File: src/rtl/quad_gate_tester_pkg.sv
// Shared types, function codes and the vector-rotation helper for the
// quad 2-input gate self-test sequencer.
package quad_gate_pkg;

   // Sequencer states.
   typedef enum logic [2:0] {
      IDLE,
      APPLY,
      SETTLE,
      CHECK,
      DONE
   } state_e;

   // Expected gate function codes.
   localparam int FUNC_OR   = 0;
   localparam int FUNC_AND  = 1;
   localparam int FUNC_NAND = 2;
   localparam int FUNC_NOR  = 3;
   localparam int FUNC_XOR  = 4;

   localparam int NUM_GATES = 4;

   // Returns {a[3:0], b[3:0]} for vector index vec. Gate k gets
   // v_k = (vec + k) mod 4 with A = v_k[1] and B = v_k[0], so the four
   // gates always see four different input pairs.
   function automatic logic [7:0] rotate_vec(input logic [1:0] vec);
      logic [3:0] a;
      logic [3:0] b;
      logic [1:0] v;
      for (int k = 0; k < NUM_GATES; k++) begin
         v    = vec + 2'(k);
         a[k] = v[1];
         b[k] = v[0];
      end
      return {a, b};
   endfunction

endpackage

File: src/rtl/quad_gate_tester_if.sv
// Signal bundle between the self-test sequencer, the board-level test
// controller and the gate part under test.
interface quad_gate_tester_if;

   logic       i_start;
   logic [3:0] i_y;
   logic [3:0] o_a;
   logic [3:0] o_b;
   logic       o_busy;
   logic       o_done;
   logic       o_pass;
   logic [3:0] o_fail_mask;
   logic [1:0] o_vec_idx;

   // Sequencer side.
   modport master (
      input  i_start,
      input  i_y,
      output o_a,
      output o_b,
      output o_busy,
      output o_done,
      output o_pass,
      output o_fail_mask,
      output o_vec_idx
   );

   // Controller / part side.
   modport slave (
      output i_start,
      output i_y,
      input  o_a,
      input  o_b,
      input  o_busy,
      input  o_done,
      input  o_pass,
      input  o_fail_mask,
      input  o_vec_idx
   );

endinterface

File: src/rtl/quad_gate_ref.sv
// Combinational expected-Y model for four identical 2-input gates.
// FUNC selects the gate type; an unsupported code stops elaboration.
module quad_gate_ref
   import quad_gate_pkg::*;
#(
   parameter int FUNC = FUNC_OR
) (
   input  logic [3:0] a_i,
   input  logic [3:0] b_i,
   output logic [3:0] y_o
);

   generate
      if (FUNC < FUNC_OR || FUNC > FUNC_XOR) begin : g_bad_func
         $error("quad_gate_ref: unsupported FUNC code %0d", FUNC);
      end
   endgenerate

   // Expected outputs of all four gates for the configured function.
   always_comb begin
      case (FUNC)
         FUNC_AND:  y_o = a_i & b_i;
         FUNC_NAND: y_o = ~(a_i & b_i);
         FUNC_NOR:  y_o = ~(a_i | b_i);
         FUNC_XOR:  y_o = a_i ^ b_i;
         default:   y_o = a_i | b_i;
      endcase
   end

endmodule

File: src/rtl/quad_gate_tester.sv
// Self-test sequencer for a quad 2-input gate part. On start it walks four
// rotating vectors, waits SETTLE_CYCLES after applying each, samples the
// part's Y outputs at the end of CHECK and accumulates a per-gate fail mask.
// Optional build macro QUAD_GATE_TESTER_STOP_ON_FAIL_EN ends the test at
// the first CHECK that sees any mismatch.
module quad_gate_tester
   import quad_gate_pkg::*;
#(
   parameter int SETTLE_CYCLES = 4,
   parameter int FUNC          = FUNC_OR
) (
   input  logic               i_clk,
   input  logic               i_reset,
   quad_gate_tester_if.master bus
);

   // A zero settle time still needs a legal one-bit counter.
   localparam int CNT_W = (SETTLE_CYCLES > 0) ? $clog2(SETTLE_CYCLES + 1) : 1;

   state_e           state_q;
   logic [1:0]       vec_q;
   logic [3:0]       a_q;
   logic [3:0]       b_q;
   logic [3:0]       mask_q;
   logic             busy_q;
   logic             done_q;
   logic             pass_q;
   logic [CNT_W-1:0] cnt_q;

   logic [3:0]       exp_y;
   logic [3:0]       mismatch_d;
   logic [3:0]       mask_d;
   logic             last_check_d;

   quad_gate_ref #(
      .FUNC (FUNC)
   ) u_ref (
      .a_i (a_q),
      .b_i (b_q),
      .y_o (exp_y)
   );

   // Mismatches in the current CHECK cycle and whether it ends the test.
   always_comb begin
      mismatch_d = bus.i_y ^ exp_y;
      mask_d     = mask_q | mismatch_d;
`ifdef QUAD_GATE_TESTER_STOP_ON_FAIL_EN
      last_check_d = (vec_q == 2'd3) || (mismatch_d != 4'b0000);
`else
      last_check_d = (vec_q == 2'd3);
`endif
   end

   // Sequencer FSM with all outputs registered.
   // NOTE: every register here uses non-blocking assignment so all of them
   // update together from the same pre-edge values; blocking assignment
   // would let later statements see half-updated state.
   always_ff @(posedge i_clk or posedge i_reset) begin
      if (i_reset) begin
         state_q <= IDLE;
         vec_q   <= 2'd0;
         a_q     <= 4'b0000;
         b_q     <= 4'b0000;
         mask_q  <= 4'b0000;
         busy_q  <= 1'b0;
         done_q  <= 1'b0;
         pass_q  <= 1'b0;
         cnt_q   <= '0;
      end else begin
         // NOTE: the default here makes o_done a single-cycle pulse without
         // having to clear it explicitly in every state.
         done_q <= 1'b0;
         case (state_q)
            IDLE: begin
               if (bus.i_start) begin
                  state_q    <= APPLY;
                  vec_q      <= 2'd0;
                  {a_q, b_q} <= rotate_vec(2'd0);
                  mask_q     <= 4'b0000;
                  pass_q     <= 1'b0;
                  busy_q     <= 1'b1;
               end
            end
            APPLY: begin
               if (SETTLE_CYCLES > 0) begin
                  state_q <= SETTLE;
                  cnt_q   <= CNT_W'(SETTLE_CYCLES);
               end else begin
                  state_q <= CHECK;
               end
            end
            SETTLE: begin
               // Count down to zero and stay there; the last settle cycle
               // is the one that sees a count of one.
               if (cnt_q != '0) cnt_q <= cnt_q - CNT_W'(1);
               if (cnt_q <= CNT_W'(1)) state_q <= CHECK;
            end
            CHECK: begin
               mask_q <= mask_d;
               if (last_check_d) begin
                  state_q <= DONE;
                  done_q  <= 1'b1;
                  busy_q  <= 1'b0;
                  pass_q  <= (mask_d == 4'b0000);
                  a_q     <= 4'b0000;
                  b_q     <= 4'b0000;
               end else begin
                  state_q    <= APPLY;
                  vec_q      <= vec_q + 2'd1;
                  {a_q, b_q} <= rotate_vec(vec_q + 2'd1);
               end
            end
            DONE: begin
               state_q <= IDLE;
            end
            default: begin
               state_q <= IDLE;
            end
         endcase
      end
   end

   assign bus.o_a         = a_q;
   assign bus.o_b         = b_q;
   assign bus.o_busy      = busy_q;
   assign bus.o_done      = done_q;
   assign bus.o_pass      = pass_q;
   assign bus.o_fail_mask = mask_q;
   assign bus.o_vec_idx   = vec_q;

endmodule

File: src/flat_wrapper.sv
// flat-port wrapper written by rule: the top's interface ports become plain ports
module quad_gate_tester_flat import quad_gate_pkg::*;
#(
   parameter int SETTLE_CYCLES = 4,
   parameter int FUNC          = FUNC_OR
)
  (i_clk, i_reset, bus_i_start, bus_i_y, bus_o_a, bus_o_b, bus_o_busy, bus_o_done, bus_o_pass, bus_o_fail_mask, bus_o_vec_idx);
  quad_gate_tester_if bus_i ();
  input  logic i_clk;
  input  logic i_reset;
  input wire logic [$bits(bus_i.i_start)-1:0] bus_i_start;
  input wire logic [$bits(bus_i.i_y)-1:0] bus_i_y;
  output wire logic [$bits(bus_i.o_a)-1:0] bus_o_a;
  output wire logic [$bits(bus_i.o_b)-1:0] bus_o_b;
  output wire logic [$bits(bus_i.o_busy)-1:0] bus_o_busy;
  output wire logic [$bits(bus_i.o_done)-1:0] bus_o_done;
  output wire logic [$bits(bus_i.o_pass)-1:0] bus_o_pass;
  output wire logic [$bits(bus_i.o_fail_mask)-1:0] bus_o_fail_mask;
  output wire logic [$bits(bus_i.o_vec_idx)-1:0] bus_o_vec_idx;
  assign bus_i.i_start = bus_i_start;
  assign bus_i.i_y = bus_i_y;
  assign bus_o_a = bus_i.o_a;
  assign bus_o_b = bus_i.o_b;
  assign bus_o_busy = bus_i.o_busy;
  assign bus_o_done = bus_i.o_done;
  assign bus_o_pass = bus_i.o_pass;
  assign bus_o_fail_mask = bus_i.o_fail_mask;
  assign bus_o_vec_idx = bus_i.o_vec_idx;
  quad_gate_tester #(.SETTLE_CYCLES(SETTLE_CYCLES), .FUNC(FUNC)) u_core (.i_clk(i_clk), .i_reset(i_reset), .bus(bus_i));
endmodule
File: config.mk
export PLATFORM = sky130hd
export DESIGN_NAME = quad_gate_tester_flat
export DESIGN_NICKNAME = d
export VERILOG_FILES = /design/src/rtl/quad_gate_tester_pkg.sv /design/src/rtl/quad_gate_tester_if.sv /design/src/rtl/quad_gate_ref.sv /design/src/rtl/quad_gate_tester.sv /design/src/flat_wrapper.sv
export SDC_FILE = /design/constraint.sdc
export NUM_CORES = 1
export LEC_CHECK = 0
export CAP_MARGIN = 20
export CORE_UTILIZATION = 50
export CTS_CLUSTER_DIAMETER = 80
export DETAILED_ROUTE_END_ITERATION = 12
export PLACE_DENSITY = 0.76
export SETUP_SLACK_MARGIN = 0.1
export SYNTH_ARGS = -nofsm -noshare
export SYNTH_HDL_FRONTEND = slang
export SYNTH_SLANG_ARGS = --single-unit
File: constraint.sdc
create_clock -name i_clk -period 3.63 [get_ports i_clk]
set_clock_uncertainty 0.2 [all_clocks]
set_input_delay 1.089 -clock i_clk [delete_from_list [all_inputs] [get_ports i_clk]]
set_output_delay 1.089 -clock i_clk [all_outputs]
set_load 0.02 [all_outputs]
# Word level (Yosys, flattened, before mapping)
# Index checks and enable logic that the tools add are counted.
[totals]
output_inout_bits = 17
regBits = 23
in_bits = 7
[classes]
muxes = 25
n_addsub = 5
order_cmp = 1
bitwise = 3
reduce_logical = 10
n_eq_ne = 9
[op_table]
columns = ["operator", "n"]
rows = [
  ["case mux 4 bit (2 select lines)", 3],
  ["two-way mux 4 bit", 5],
  ["two-way mux 3 bit", 4],
  ["case mux 3 bit (4 select lines)", 1],
  ["bitwise OR 4 bit", 2],
  ["equality test 3 x 2 -> 1 bit (second input constant)", 2],
  ["two-way mux 1 bit", 6],
  ["!= test 2 x 1 -> 1 bit (second input constant)", 3],
  ["case mux 3 bit (2 select lines)", 1],
  ["AND reduction 2 bit", 3],
  ["AND reduction 3 bit", 2],
  ["adder 2 x 1 -> 2 bit (second input constant)", 2],
  ["adder 2 bit (second input constant)", 2],
  ["logical NOT 4 bit", 1],
  ["two-way mux 2 bit", 2],
  ["!= test 2 bit (second input constant)", 2],
  ["case mux 1 bit (2 select lines)", 2],
  ["case mux 2 bit (2 select lines)", 1],
  ["nonzero test 2 bit", 2],
  ["bitwise XOR 4 bit", 1],
  ["equality test 3 x 1 -> 1 bit (second input constant)", 1],
  ["less-or-equal comparator 3 x 1 -> 1 bit (second input constant)", 1],
  ["logical NOT 3 bit", 1],
  ["nonzero test 3 bit", 1],
  ["2 further kinds", 2],
]

# Depth between registers and ports, before layout
# Gate-level depths: netlist (run 1).
[logic_depth]
depth_word = 6
mapped_depth = 6
ltp_nobuf = 6

# Modules after synthesis
# A second synthesis (run 1) with hierarchy kept.
[hier_totals]
cells_unflattened = 110
hier_area_um2 = 1139.8
[modules_own_cells]
columns = ["module", "n_inst", "seq_area_each_um2", "area_each_um2", "cells_each"]
rows = [
  ["quad_gate_tester", 1, 525.5, 1114.8, 106],
  ["quad_gate_ref", 1, 0.0, 25.0, 4],
]

# Worst setup path after synthesis (run 1)
# OpenSTA, ideal clock, no wires.
[synth_timing]
path_kind = "input-to-reg"
start = "input bus_i_start"
end = "register u_core.vec_q[1] (netlist: u_core.bus.o_vec_idx[1])"
n_path_buf = 0
setup_ns = 0.121
required_time_ns = 3.309
setup_slack_ns = 1.385
path_stages = 4
t_arrival_ns = 1.924
cell_sequence = "or3b_4 -> a21oi_2 -> nand2b_1 -> a22o_1"
[synth_between]
elab_chain_len = 2
[synth_lines]
columns = ["item", "line_no", "text"]
rows = [
  ["from (decl)", "flat_wrapper.sv:11", "input wire logic [$bits(bus_i.i_start)-1:0] bus_i_start;"],
  ["!= test 2 bit (no source line)", "--", ""],
  ["AND reduction 3 bit (no source line)", "--", ""],
  ["to (signal assigned)", "quad_gate_tester.sv:109", "vec_q <= vec_q + 2'd1;"],
  ["to (decl)", "quad_gate_tester.sv:21", "logic [1:0] vec_q;"],
]
# No other way between the ends.
# A chain may end at the register's enable or synchronous reset.

# Worst setup path in the final report (run 1)
[layout_timing]
start = "register u_core.vec_q[0] (netlist: u_core.bus.o_vec_idx[0])"
end = "output bus_o_vec_idx[0]"
[layout_rtl]
columns = ["item", "line_no", "text"]
rows = [
  ["to (decl)", "flat_wrapper.sv:19", "output wire logic [$bits(bus_i.o_vec_idx)-1:0] bus_o_vec_idx;"],
]
# No word-level cell between the ends.

==> run_results.csv, run 1 <==
group,metric,value,unit
synth,synth_top_area_cell,"dfrtp_1",
route,drtAntennaViolNets,0,
route,wl_per_cell,14.6,um
finish,register_area,526,um2
finish,diodes,0,
die,die_width,49.9,um
sta,tightest_slew,0.792,ns
clock_network,postCtsSetupRepairBufs,0,
sta,clock.fmax,363,MHz
synth,synth-simple-area-share,16.6,%
flow_run,maxCapViolCount,0,
sta,setup_tns,0,ns
synth,synth_warnings,0,
placement,place_congestion,0.825,
synth,ys_ff_latch,21,
die,rows,16,
synth,synth_xor_area_share,3.05,%
die,io_pins,24,
synth,synthTopCellsByArea,"dfrtp_1 46%, ha_1 7.6%, a21oi_1 4.4%",
die,core-area,2060,um2
power_and_ir_drop,total_leakage_power,0.638,nW
clock_network,cts_tree,"built",
clock_network,clk_pin_slew_worst_paths,0.13,ns
global_routing,grt_max_degree,22,
power_and_ir_drop,power,1.21,mW
route,drt_wl_total,2.37,mm
power_and_ir_drop,powerDensity,859,nW/um2
die,die-area,2490,um2
synth,synth_top_area_share,45.8,%
setup_path,cp-end-kind,"primary output",
finish,drive_gt1_share,8.82,%
die,die-height,49.9,um
global_routing,grt_pass1_wl,4.07,mm
setup_path,start_kind,"register",
clock_network,root_buffer,"clkbuf_4",
placement,io_buffers,23,
synth,synth_compound_area_share,20.5,%
clock_network,htree_levels,1,
setup_path,crit_slowest_cell,"clkdlybuf4s50_1",
setup_path,crit_required,2.34,ns
sta,timing.final.crit_share,75.9,%
sta,finalHoldViolCount,0,
finish,nNetsFinal,151,
synth,netlist_area,1150,um2
global_routing,track_usage,22.4,%
sta,relSlewSlack,47.1,%
setup_path,worstPathArrival,1.47,ns
clock_network,clock-sinks,21,
die,initial_utilization,55.7,%
synth,synth-edff-count,0,
clock_network,clockBufferDepth,2,
synth,synth_top_family_by_area,"compound AO/OA/AOI/OAI gates",
setup_path,crit_path_max_fanout,7,
setup_path,critPathKind,"reg2out",
synth,synthArstFlopShare,100,%
clock_network,cts_hold_buf,0,
status,status,"completed",
finish,fill_cells,166,
sta,rsz0062_at_grt,"false",
synth,seq_area_frac_synth,45.8,%
route,vias,897,
synth,synth_fa_ha_area_share,7.63,%
global_routing,antenna_found_initial,0,
synth,synth_mux_area_share,0.871,%
setup_path,crit_buf_inv,1,
synth,synthDistinctLibCells,33,
clock_network,cts_made_buffers,3,
route,drt-vias-per-instance,5.50,
route,initialDrtViolationCount,8,
power_and_ir_drop,max-vdd-ir-drop,523,uV
sta,fin_crit,2.75,ns
synth,synth.avg_cell_area,10.1,um2
finish,area_delta_synth_final,22.7,%
setup_path,critical_path.max_stage_delay,0.65,ns
clock_network,cts-resized-gates,0,
clock_network,clk_latency,0.31,ns
hold_path,hold_class,"reg2reg",
global_routing,grt_pass1_vias,887,
setup_path,crit_family,"buffers and inverters",
setup_path,r2r_setup_slack,1.74,ns
synth,synthFlopType,"dfrtp_1",
sta,setup_violations,0,
setup_path,crit_chain,"clkdlybuf4s50_1",
route,route.detailed.drc,0,
synth,syn_nets,128,
synth,synthCells,114,
route,drt_first_pass_iters,3,
sta,maxSlewViolCount,0,
global_routing,grt_overflow_total,0,
finish,multiInputGateArea,558,um2
placement,hpwl,1.77,mm
==> synth_stat cells (all sizes together), types with 2 or more instances <==
library cell	count
and2	2
a22o	5
xnor2	4
a21oi	11
a21o	6
nor2	12
nor3	2
o21ai	4
inv	9
ha	7
nand3b	3
o22a	3
nand2	4
dfrtp	21
nand2b	3
or3	2
buf	4
==> cell usage in the layout (no fill, tap or decap), drive strengths merged <==
| master | Yosys | final |
|---|---|---|
| a21oi | 11 | 11 |
| nand3 | 1 | 1 |
| or2 | 1 | 1 |
| o21ai | 4 | 4 |
| dfrtp | 21 | 21 |
| clkbuf | 1 | 3 |
| o22ai | 1 | 1 |
| nand2b | 3 | 3 |
| nand3b | 3 | 3 |
| mux2i | 1 | 1 |
| o22a | 3 | 3 |
| a21o | 6 | 6 |
| o31ai | 1 | 1 |
| nor3 | 2 | 2 |
| nor2 | 12 | 12 |
| or4 | 1 | 1 |
| and3b | 1 | 1 |
| clkdlybuf4s50 | 0 | 23 |
| ha | 7 | 7 |
| nand2 | 4 | 4 |
| a22o | 5 | 5 |
| and2 | 2 | 2 |
| inv | 9 | 9 |
| and4 | 1 | 1 |
| xnor2 | 4 | 4 |
| o41ai | 1 | 1 |
| or3 | 2 | 2 |
| a211oi | 1 | 1 |
| or3b | 1 | 1 |
| clkinv | 0 | 1 |
==> worst reg2reg max path, stage by stage, from the launching register on <==
cell	delay, ns
dfrtp_1	0.62
nand3b_1	0.35
a211oi_2	0.31
nand2_1	0.13
o31ai_2	0.22
==> routing by layer <==
metal,up-vias,routed length [um],global-route usage [%]
li1,439,-,-
met1,434,1150,29.0
met2,17,1100,34.9
met3,7,55,4.32
met4,0,66,12.4
met5,-,0,0
==> metrics by stage <==
stage          cells  cell area (um2)  util [%]  setup WS, ns  hold slack (ns)
2_1_floorplan    114             1150         -          1.39            0.288
3_3_place_gp     159             1380      67.0         0.816            0.275
3_5_place_dp     159             1380      67.0         0.790            0.282
4_1_cts          163             1410      68.3         0.871            0.311
5_1_grt          163             1410      68.3         0.823            0.354
6_report         163             1410      68.3         0.876            0.301
==> kinds of logic (layout without fill, tap and decap cells) <==
family,count (synthesis),in the layout
AO/OA/AOI/OAI,33,33
XOR/XNOR,4,4
adder cells (fa/ha/maj),7,7
buffers and inverters,14,36
flip-flops,21,21
multiplexers,1,1
AND/OR/NAND/NOR,34,34
==> final timing paths <==
kind | startpoint | endpoint | cells after the start
setup / recovery | u_core.bus.o_vec_idx[0]$_DFFE_PP0P_ | bus_o_vec_idx[0] | 1
hold / removal | u_core.bus.o_pass$_DFFE_PP0P_ | u_core.bus.o_pass$_DFFE_PP0P_ | 2
setup reg to reg | u_core.state_q[1]$_DFFE_PP0P_ | u_core.bus.o_pass$_DFFE_PP0P_ | 4
hold reg to reg | u_core.bus.o_pass$_DFFE_PP0P_ | u_core.bus.o_pass$_DFFE_PP0P_ | 2
max in group asynchronous | i_reset | u_core.cnt_q[1]$_DFFE_PP0P_ | 2
min in group asynchronous | i_reset | u_core.state_q[1]$_DFFE_PP0P_ | 2
==> layout make-up <==
cell class              instances  area share [%]
multi-input cells              79            39.6
flip-flops and latches         21            37.3
repair buffers                 23            16.3
inverters                       9            2.40
well taps                      27            2.40
clock buffers                   3            1.60
clock inverters                 1           0.355
==> state kept, by name (all words and copies together) (netlist names) <==
signal	cells
u_core.bus.o_vec_idx	2
u_core.cnt_q	3
u_core.bus.o_pass	1
u_core.bus.o_done	1
u_core.bus.o_fail_mask	4
u_core.bus.o_b	2
u_core.bus.o_a	4
u_core.state_q	3
u_core.bus.o_busy	1
==> power by group <==
part	leakage (nW)	internal, mW	switching, mW
clock	0.0177	0.0412	0.0765
sequential	0.260	0.319	0.117
combinational	0.360	0.318	0.338
total	0.638	0.679	0.531
Power figures use the tool's default switching activity.
==> inputs of run 2 (changes only) <==
--- a/config.mk
+++ b/config.mk
@@ -6,10 +6,10 @@
 export NUM_CORES = 1
 export LEC_CHECK = 0
 export CAP_MARGIN = 20
-export CORE_UTILIZATION = 50
+export CORE_UTILIZATION = 45
 export CTS_CLUSTER_DIAMETER = 80
 export DETAILED_ROUTE_END_ITERATION = 12
-export PLACE_DENSITY = 0.76
+export PLACE_DENSITY = 0.73
 export SETUP_SLACK_MARGIN = 0.1
 export SYNTH_ARGS = -nofsm -noshare
 export SYNTH_HDL_FRONTEND = slang
==> constraint.sdc (replaced) <==
create_clock -name i_clk -period 2.2 [get_ports i_clk]
set_clock_uncertainty 0.2 [all_clocks]
set_input_delay 0.66 -clock i_clk [delete_from_list [all_inputs] [get_ports i_clk]]
set_output_delay 0.66 -clock i_clk [all_outputs]
set_load 0.02 [all_outputs]
==> run 2 against run 1 <==
Compared with the run above: non-clock buffer count grew 4; clock-buffer cell count is the same; utilization shrank 7.1 points; die area grew 11%; sequential power grew 61%.
==> run_results.csv, run 2 (synthesized netlist as in run 1, its figures left out) <==
group,metric,value,unit
finish,nNetsFinal,155,
setup_path,crit_chain,"clkdlybuf4s50_1 > or3b_4 > a21o_1 > a21oi_1 > nor2_1",
die,core-area,2320,um2
setup_path,critPathKind,"in2reg",
sta,relSlewSlack,72.7,%
setup_path,worstPathArrival,2.03,ns
flow_run,maxCapViolCount,0,
setup_path,path_depth,5,
route,initialDrtViolationCount,22,
hold_path,hold_class,"reg2reg",
sta,tightest_slew,0.409,ns
route,drt_first_pass_iters,4,
clock_network,clock-sinks,21,
clock_network,cts_tree,"built",
die,rows,17,
placement,place_congestion,0.741,
hold_path,min_path_cells,2,
die,io_pins,24,
route,drt-vias-per-instance,5.39,
global_routing,grt_pass1_wl,3.86,mm
sta,fin_ws,0.161,ns
global_routing,grt_use_met1,27.3,%
setup_path,crit_slowest_cell,"clkdlybuf4s50_1",
power_and_ir_drop,powerDensity,1370,nW/um2
sta,clock.fmax,491,MHz
setup_path,crit_required,2.19,ns
setup_path,cp-end-kind,"register",
setup_path,reg2reg_from,"u_core.state_q[1]$_DFFE_PP0P_",
sta,rsz0062_at_grt,"false",
sta,fin_crit,2.04,ns
global_routing,track_usage,19.5,%
global_routing,grtUsageMet2,30.0,%
setup_path,crit_path_max_fanout,5,
route,drtAntennaViolNets,0,
setup_path,start_kind,"input port",
die,die_width,52.5,um
power_and_ir_drop,internal-power,1.08,mW
global_routing,grt-busiest-layer,"met2",
power_and_ir_drop,switching_share,44.6,%
setup_path,r2r-end,"u_core.bus.o_fail_mask[0]$_DFFE_PP0P_",
route,vias,905,
placement,hpwl,1.76,mm
placement,pre_cts_ws,-0.141,ns
clock_network,cts_hold_buf,0,
finish,layout_common_cells,"21 x dfrtp_1, 17 x dlygate4sd2_1, 11 x nor2_1",
power_and_ir_drop,pwr-share-seq,36.1,%
finish,drive_gt1_share,11.4,%
die,initial_utilization,49.5,%
route,route.detailed.drc,0,
clock_network,clk_latency,0.30,ns
sta,finalHoldViolCount,0,
global_routing,globalRouteMet3Util,2.61,%
global_routing,antenna_found_initial,0,
status,status,"completed",
clock_network,clockBufferDepth,2,
clock_network,clk_pin_slew_worst_paths,0.11,ns
finish,area_delta_synth_final,23.5,%
setup_path,crit_buf_inv,1,
clock_network,cts_made_buffers,3,
power_and_ir_drop,clockPowerShare,9.4,%
finish,diodes,0,
setup_path,r2r_setup_slack,0.39,ns
setup_path,reg2reg_depth,4,
clock_network,htree_levels,1,
sta,setup_violations,0,
sta,maxSlewViolCount,0,
route,wl_per_cell,14.2,um
finish,final_util,61.2,%
route,drt_wl_total,2.39,mm
power_and_ir_drop,combPwrFrac,54.6,%
die,die-area,2760,um2
die,die-height,52.5,um
sta,timing.final.crit_share,92.7,%
placement,io_buffers,23,
hold_path,holdCritStartpoint,"u_core.bus.o_pass$_DFFE_PP0P_",
setup_path,startpoint,"bus_i_start",
finish,final_common_cell,"dfrtp_1",
power_and_ir_drop,max-vdd-ir-drop,816,uV
global_routing,grt_max_degree,22,
global_routing,grt_pass1_vias,833,
sta,timing.hold.ws,0.335,ns
global_routing,grt_overflow_total,0,
finish,fill_cells,224,
clock_network,root_buffer,"clkbuf_4",
hold_path,hold_path_end,"u_core.bus.o_pass$_DFFE_PP0P_",
setup_path,crit_family,"buffers and inverters",
power_and_ir_drop,switchingPower,0.869,mW
power_and_ir_drop,total_leakage_power,0.697,nW
setup_path,critical_path.max_stage_delay,0.49,ns
## run 2: changes by cell type in the layout (fill, tap and decap cells not counted), sizes merged
| cell | change |
|---|---|
| buf | +4 |
| clkdlybuf4s50 | -17 |
| dlygate4sd2 | +17 |
## run 2: worst max-delay path by stage
stage,endpoint,slack (ns)
floorplan,u_core.bus.o_vec_idx[1]$_DFFE_PP0P_,0.38
global placement,u_core.bus.o_vec_idx[1]$_DFFE_PP0P_,-0.12
detailed placement,u_core.bus.o_a[1]$_DFFE_PP0P_,-0.14
CTS,u_core.bus.o_a[1]$_DFFE_PP0P_,0.18
global route,u_core.bus.o_fail_mask[1]$_DFFE_PP0P_,0.14
finish,u_core.bus.o_fail_mask[0]$_DFFE_PP0P_,0.16
## run 2: repair_timing
item / 4_1_cts / 5_1_grt
setup endpoints to repair: 17 / 0
resized for setup: 17 / 0
setup buffers: 0 / 0
## run 2: final cells by class
type / instances / area, um2 / area share (%)
multi-input combinational: 79 / 558 / 39.3
sequential: 21 / 526 / 37.0
timing repair buffer: 27 / 239 / 16.8
tap: 28 / 35.0 / 2.47
inverter: 9 / 33.8 / 2.38
clock buffer: 3 / 22.5 / 1.59
clock inverter: 1 / 5.00 / 0.353
## run 2: stage by stage
| step | std cells | setup TNS, ns | instance area, um2 | total power [mW] |
|---|---|---|---|---|
| global placement | 164 | -0.942 | 1410 | 1.83 |
| global route | 168 | 0 | 1420 | 2.10 |
| floorplan | 114 | 0 | 1150 | 1.46 |
| CTS | 168 | 0 | 1420 | 1.96 |
| finish | 168 | 0 | 1420 | 1.95 |
| detailed placement | 164 | -1.21 | 1410 | 1.84 |
## run 2: metal layers
layer	share of wire (%)	wire length, um
met2	45	1080
met5	0	0
met3	3.7	88
met4	0.59	14
met1	50	1200
## run 2: worst reg2reg max path: stages (launching register included)
cell     delay (ns)
dfrtp_1        0.54
or3b_4         0.48
a21o_1         0.23
a21oi_1        0.18
nor2_1         0.06
## run 2: power groups by stage
stage,Clock (mW),Combinational (mW),Sequential (mW)
floorplan,0,0.698,0.761
global placement,0,1.12,0.708
detailed placement,0,1.13,0.715
CTS,0.190,1.07,0.702
global route,0.207,1.17,0.726
finish,0.182,1.06,0.702
